`config.mk`:
```
export PLATFORM = sky130hd
export DESIGN_NAME = alu_sequencer_flat
export DESIGN_NICKNAME = d
export VERILOG_FILES = /design/src/rtl/alu_sequencer_if.sv /design/src/rtl/alu_sequencer.sv /design/src/flat_wrapper.sv
export SDC_FILE = /design/constraint.sdc
export NUM_CORES = 1
export LEC_CHECK = 0
export ABC_AREA = 1
export ABC_CLOCK_PERIOD_IN_PS = 1450
export BUFFER_PORTS_ARGS = -buffer_cell sky130_fd_sc_hd__clkbuf_2
export CORE_ASPECT_RATIO = 0.7
export CORE_MARGIN = 4
export CORE_UTILIZATION = 45
export DETAILED_ROUTE_END_ITERATION = 12
export PLACE_DENSITY = 0.81
export SETUP_SLACK_MARGIN = 0.5
export SYNTH_ARGS = -nofsm -noshare
export SYNTH_HDL_FRONTEND = slang
export SYNTH_SLANG_ARGS = --single-unit
```
`constraint.sdc`:
```
create_clock -name clk -period 1.45 [get_ports clk]
set_clock_uncertainty 0.05 [all_clocks]
set_input_delay 0.2175 -clock clk [delete_from_list [all_inputs] [get_ports clk]]
set_output_delay 0.2175 -clock clk [all_outputs]
set_load 0.01 [all_outputs]
```
`src/rtl/alu_sequencer_if.sv`:
```
// Command, operand-memory, ALU and result signals of the accumulator sequencer.
// The sequencer uses the slave modport; the command source, memory and ALU side use master.
interface alu_sequencer_if #(
  parameter int WIDTH = 8,
  parameter int CNT_W = 4
);
  logic             cmd_valid;
  logic             cmd_ready;
  logic [1:0]       cmd_op;
  logic [WIDTH-1:0] cmd_addr;
  logic             cmd_last;
  logic             mem_req;
  logic [WIDTH-1:0] mem_addr;
  logic             mem_ack;
  logic [WIDTH-1:0] mem_rdata;
  logic [WIDTH-1:0] AC;
  logic [WIDTH-1:0] BusOut;
  logic [3:0]       ALU_OP;
  logic [WIDTH-1:0] MEM_ID;
  logic [WIDTH-1:0] result_ac;
  logic             res_valid;
  logic             res_ready;
  logic [WIDTH-1:0] res_data;
  logic [CNT_W-1:0] res_count;

  modport slave (
    input  cmd_valid, cmd_op, cmd_addr, cmd_last, mem_ack, mem_rdata, result_ac, res_ready,
    output cmd_ready, mem_req, mem_addr, AC, BusOut, ALU_OP, MEM_ID, res_valid, res_data, res_count
  );

  modport master (
    output cmd_valid, cmd_op, cmd_addr, cmd_last, mem_ack, mem_rdata, result_ac, res_ready,
    input  cmd_ready, mem_req, mem_addr, AC, BusOut, ALU_OP, MEM_ID, res_valid, res_data, res_count
  );
endinterface

```
`src/rtl/alu_sequencer.sv`:
```
// Accumulator command sequencer: fetches operands, drives one-hot ALU ops for one
// cycle per command and hands back the final AC plus the executed-command count.
module alu_sequencer #(
  parameter int WIDTH = 8,
  parameter int CNT_W = 4
) (
  input  logic           clk,
  input  logic           rst_n,
  alu_sequencer_if.slave bus
);
  typedef enum logic [1:0] {S_IDLE, S_FETCH, S_EXEC, S_DONE} state_t;
  localparam logic [1:0] OP_ADDMEM = 2'b11;

  state_t           r_state;
  logic [1:0]       r_op;
  logic             r_last;
  logic [WIDTH-1:0] r_ac;
  logic [WIDTH-1:0] r_bus;
  logic [WIDTH-1:0] r_mem_id;
  logic [WIDTH-1:0] r_mem_addr;
  logic [3:0]       r_alu_op;
  logic             r_mem_req;
  logic             r_cmd_ready;
  logic             r_res_valid;
  logic [CNT_W-1:0] r_res_count;

  logic [3:0] w_onehot_in;
  logic [3:0] w_onehot_lat;
  assign w_onehot_in  = 4'b0001 << bus.cmd_op;
  assign w_onehot_lat = 4'b0001 << r_op;

  always_ff @(posedge clk or negedge rst_n) begin
    if (!rst_n) begin
      r_state     <= S_IDLE;
      r_op        <= 2'b00;
      r_last      <= 1'b0;
      r_ac        <= '0;
      r_bus       <= '0;
      r_mem_id    <= '0;
      r_mem_addr  <= '0;
      r_alu_op    <= 4'b0000;
      r_mem_req   <= 1'b0;
      r_cmd_ready <= 1'b1;
      r_res_valid <= 1'b0;
      r_res_count <= '0;
    end else begin
      case (r_state)
        S_IDLE: begin
          if (bus.cmd_valid && r_cmd_ready) begin
            r_op        <= bus.cmd_op;
            r_last      <= bus.cmd_last;
            r_mem_id    <= bus.cmd_addr;
            r_mem_addr  <= bus.cmd_addr;
            r_cmd_ready <= 1'b0;
            // ADDMEM carries its operand as the immediate, so no read is issued
            if (bus.cmd_op == OP_ADDMEM) begin
              r_alu_op <= w_onehot_in;
              r_state  <= S_EXEC;
            end else begin
              r_mem_req <= 1'b1;
              r_state   <= S_FETCH;
            end
          end
        end
        S_FETCH: begin
          if (bus.mem_ack) begin
            r_bus     <= bus.mem_rdata;
            r_mem_req <= 1'b0;
            r_alu_op  <= w_onehot_lat;
            r_state   <= S_EXEC;
          end
        end
        S_EXEC: begin
          r_ac     <= bus.result_ac;
          r_alu_op <= 4'b0000;
          if (r_res_count != {CNT_W{1'b1}})
            r_res_count <= r_res_count + 1'b1;
          if (r_last) begin
            r_res_valid <= 1'b1;
            r_state     <= S_DONE;
          end else begin
            r_cmd_ready <= 1'b1;
            r_state     <= S_IDLE;
          end
        end
        S_DONE: begin
          if (bus.res_ready) begin
            r_res_valid <= 1'b0;
            r_res_count <= '0;
            r_cmd_ready <= 1'b1;
            r_state     <= S_IDLE;
          end
        end
        default: r_state <= S_IDLE;
      endcase
    end
  end

  assign bus.cmd_ready = r_cmd_ready;
  assign bus.mem_req   = r_mem_req;
  assign bus.mem_addr  = r_mem_addr;
  assign bus.AC        = r_ac;
  assign bus.BusOut    = r_bus;
  assign bus.ALU_OP    = r_alu_op;
  assign bus.MEM_ID    = r_mem_id;
  assign bus.res_valid = r_res_valid;
  assign bus.res_data  = r_ac;
  assign bus.res_count = r_res_count;
endmodule

```
`src/flat_wrapper.sv`:
```
// flat-port wrapper written by rule: the top's interface ports become plain ports
module alu_sequencer_flat 
#(
  parameter int WIDTH = 8,
  parameter int CNT_W = 4
)
  (clk, rst_n, bus_cmd_valid, bus_cmd_op, bus_cmd_addr, bus_cmd_last, bus_mem_ack, bus_mem_rdata, bus_result_ac, bus_res_ready, bus_cmd_ready, bus_mem_req, bus_mem_addr, bus_AC, bus_BusOut, bus_ALU_OP, bus_MEM_ID, bus_res_valid, bus_res_data, bus_res_count);
  alu_sequencer_if #(.WIDTH(WIDTH), .CNT_W(CNT_W)) bus_i ();
  input  logic clk;
  input  logic rst_n;
  input wire logic [$bits(bus_i.cmd_valid)-1:0] bus_cmd_valid;
  input wire logic [$bits(bus_i.cmd_op)-1:0] bus_cmd_op;
  input wire logic [$bits(bus_i.cmd_addr)-1:0] bus_cmd_addr;
  input wire logic [$bits(bus_i.cmd_last)-1:0] bus_cmd_last;
  input wire logic [$bits(bus_i.mem_ack)-1:0] bus_mem_ack;
  input wire logic [$bits(bus_i.mem_rdata)-1:0] bus_mem_rdata;
  input wire logic [$bits(bus_i.result_ac)-1:0] bus_result_ac;
  input wire logic [$bits(bus_i.res_ready)-1:0] bus_res_ready;
  output wire logic [$bits(bus_i.cmd_ready)-1:0] bus_cmd_ready;
  output wire logic [$bits(bus_i.mem_req)-1:0] bus_mem_req;
  output wire logic [$bits(bus_i.mem_addr)-1:0] bus_mem_addr;
  output wire logic [$bits(bus_i.AC)-1:0] bus_AC;
  output wire logic [$bits(bus_i.BusOut)-1:0] bus_BusOut;
  output wire logic [$bits(bus_i.ALU_OP)-1:0] bus_ALU_OP;
  output wire logic [$bits(bus_i.MEM_ID)-1:0] bus_MEM_ID;
  output wire logic [$bits(bus_i.res_valid)-1:0] bus_res_valid;
  output wire logic [$bits(bus_i.res_data)-1:0] bus_res_data;
  output wire logic [$bits(bus_i.res_count)-1:0] bus_res_count;
  assign bus_i.cmd_valid = bus_cmd_valid;
  assign bus_i.cmd_op = bus_cmd_op;
  assign bus_i.cmd_addr = bus_cmd_addr;
  assign bus_i.cmd_last = bus_cmd_last;
  assign bus_i.mem_ack = bus_mem_ack;
  assign bus_i.mem_rdata = bus_mem_rdata;
  assign bus_i.result_ac = bus_result_ac;
  assign bus_i.res_ready = bus_res_ready;
  assign bus_cmd_ready = bus_i.cmd_ready;
  assign bus_mem_req = bus_i.mem_req;
  assign bus_mem_addr = bus_i.mem_addr;
  assign bus_AC = bus_i.AC;
  assign bus_BusOut = bus_i.BusOut;
  assign bus_ALU_OP = bus_i.ALU_OP;
  assign bus_MEM_ID = bus_i.MEM_ID;
  assign bus_res_valid = bus_i.res_valid;
  assign bus_res_data = bus_i.res_data;
  assign bus_res_count = bus_i.res_count;
  alu_sequencer #(.WIDTH(WIDTH), .CNT_W(CNT_W)) u_core (.clk(clk), .rst_n(rst_n), .bus(bus_i));
endmodule
```
==> reports/metrics.yaml <==
logic_synthesis:
  yosys_register_bits: 40
  synthesis.area_per_instance_um2: 8.02
  synth.area.top_cells: "dfrtp_1 (51%), nand2_1 (22%), buf_4 (6.7%)"
  synthesis.nets: 271
  yosys.cell_types.count: 21
  synth_seq_area_share: 0.525
  yosysWarningCount: 0
  synth_cells: 238
  post-synth-top-area-cell: "dfrtp_1"
  mappedNetlistArea_um2: 1910
  netlist.area_leader.share: 0.511
timing:
  layout_worst_path_cycle_share: 0.929
  timing.final.crit_period_ns: 1.35
  final_setup_violating_endpoints: 0
  finalHoldViolCount: 0
  timing.fmax_mhz: 742
  layout_setup_ws_ns: 0.103
  slew_viol_final: 0
  setup_total_negative_slack_ns: 0
  maxSlewHeadroom: 0.861
  tightest_slew_ns: 0.209
  rsz0062_at_grt: "yes"
die:
  placeableCoreArea_um2: 3990
  design.portCount: 83
  placement_rows: 19
  initial_utilization: 0.478
  die_area_um2: 5370
  die-width_um: 85.9
  chipHeight_um: 62.5
global_route:
  grt_first_pass_wirelength_um: 7690
  grt_max_degree: 41
  groute.usage.overall: 0.177
  grt_pass1_vias: 1732
  antenna_found_initial: 0
  final_global_route_overflow_total: 0
cts:
  clk_transition_reported_paths_ns: 0.07
  clock_insertion_delay_worst_skew_ns: 0.29
  ctsLongestPathBuffers: 2
  tritoncts: "yes"
  cts.sinks: 40
  cts_inserted_buffers: 5
  cts_htree_levels: 2
  clk_root_buffer_cell: "clkbuf_8"
cells_and_area:
  post-route-util: 0.734
  nets: 383
  final_antenna_diode_count: 0
  syn2layout_area_growth_pct: 53.6
  post_route_cells_drive_above_1_share: 0.501
setup_path:
  critical_path.startpoint: "u_core.r_state[1]"
  critPathMaxStageDelay_ns: 0.46
  r2r-start: "u_core.r_state[1]"
  cpMostUsedCell: "nand2_1"
  start_to_end_type_of_the_worst_setup_path: "reg -> reg"
  crit_path_top_delay_cell: "dfrtp_2"
  critPathMaxFanout: 7
  cp_cell_sequence: "buf_4, inv_2, nand2_4, nand2_1, nand3_1, nor2_1, nand2_1, nand2_1"
  cp_top_family: "simple AND/OR/NAND/NOR gates"
  worst_setup_path_end_kind: "register"
  cp_data_required_time_ns: 1.62
  start_kind: "register"
  worst-endpoint-arrival_ns: 1.52
  critical_path.n_buffers_inverters: 2
route:
  remaining_drcs: 0
  post_drt_via_cell_ratio: 4.58
  drt_pass1_iterations: 4
  routed_wl_um: 4880
  routed-via-count: 1845
  first_iter_violations: 54
  ant_nets: 0
  wire_per_inst_um: 12.1
power_and_ir_drop:
  power.ir.vdd_worst_v: 0.00124
  power_density_nw_per_um2: 2200
  power.static_leakage_uw: 0.00169
placement:
  dp_hpwl_um: 3340
  gp_routability_congestion: 0.822
  count_of_port_buffers_added_during_placement: 82
  worst_setup_timing_slack_at_the_placement_stage_ns: 0.106
job:
  cap_viol_max_count: 0
min_path:
  hp-start: "bus_result_ac[6]"
  hp-class: "in -> reg"
outcome:
  status: "finished clean"
[flip-flops by register name (all words and copies together), names as in the netlist]
name	count
u_core.bus.AC	8
u_core.bus.mem_addr	8
u_core.bus.ALU_OP	4
u_core.bus.res_count	4
u_core.bus.cmd_ready	1
u_core.bus.res_valid	1
u_core.r_op	2
u_core.r_state	2
u_core.r_last	1
u_core.bus.BusOut	8
u_core.bus.mem_req	1
[layout make-up]
type	instances	area [um^2]
timing repair buffer	126	828
tap	52	65.1
clock buffer	8	90.1
sequential	40	1000
fill	333	1060
inverter	15	76.3
multi-input combinational	162	868
[per-layer routing]
| layer | up-vias | track usage | share of wire |
|---|---|---|---|
| met2 | 57 | 0.269 | 0.47 |
| met5 | - | 0 | 0 |
| met1 | 831 | 0.241 | 0.46 |
| met4 | 0 | 0.0494 | 0.0076 |
| met3 | 7 | 0.0567 | 0.071 |
| li1 | 950 | - | - |
[kinds of logic (layout without fill, tap and decap cells)]
family / Yosys count / count (layout) / synth area share
xor+xnor: 1 / 1 / 0.00459
buf+inv: 36 / 149 / 0.110
compound gates: 12 / 12 / 0.0315
simple gates: 148 / 148 / 0.322
flops: 40 / 40 / 0.525
fa+ha+maj: 1 / 1 / 0.00655
[tightest hold or removal path: stages]
cell and delay, ns:
clkbuf_2 0.08, nand2_1 0.04, nand2_1 0.05
[power breakdown]
| group | internal (uW) | switching (uW) | leakage (uW) |
|---|---|---|---|
| combinational | 1750 | 1910 | 0.00114 |
| sequential | 1650 | 414 | 0.000496 |
| clock | 388 | 353 | 0.0000455 |
[cells in the final DEF, fill, tap and decap left out, types with 3 or more instances in the layout]
cell	count
nand2_1	97
buf_4	34
inv_2	5
clkbuf_8	6
nand2_4	4
nand3_1	14
clkbuf_2	77
nand2_2	12
buf_6	10
nand2_8	4
inv_1	6
inv_4	3
buf_12	3
nor2_1	6
o21ai_2	3
nor2_4	3
dfrtp_1	37
o21ai_1	7
[cell usage after synthesis]
cell,n
buf_2,2
buf_4,17
buf_6,1
clkbuf_2,1
clkinv_1,2
dfrtp_1,39
dfstp_2,1
ha_1,1
inv_1,7
inv_2,6
nand2_1,114
nand2_2,3
nand3_1,17
nand4_1,2
nor2_1,9
nor2_2,1
nor2_4,1
nor2_8,1
o21ai_0,6
o21ai_1,6
xor2_1,1
[through the flow]
step                cell area (um^2)  hold WS (ns)  cells  power, uW
finish                          2930        0.0776    403       6470
global route                    2930        0.0626    403       6980
CTS                             2720        0.0715    389       5970
detailed placement              2370         0.157    358       4680
global placement                2370         0.158    358       4610
floorplan                       2000        -0.128    238       3930
[what timing repair did]
action / in CTS / in global routing
cloned: 0 / 0
setup endpoints to repair: 91 / 91
hold endpoints to repair: 39 / 0
gates resized for setup: 11 / 35
hold buffers: 1 / 0
buffers inserted: 22 / 14
pin swaps: 5 / 9
[worst paths after layout]
check                                         endpoint  slack (ns)  cells after the start
worst min register to register  u_core.bus.mem_addr[3]        0.45                      2
worst max-delay path              u_core.bus.ALU_OP[2]        0.10                      8
max in group asynchronous         u_core.bus.cmd_ready        0.71                      3
worst min-delay path                  u_core.bus.AC[6]        0.08                      3
min in group asynchronous         u_core.bus.ALU_OP[2]        0.39                      3
worst max register to register    u_core.bus.ALU_OP[2]        0.10                      8
Note: power is estimated with default switching activity, not from simulation.
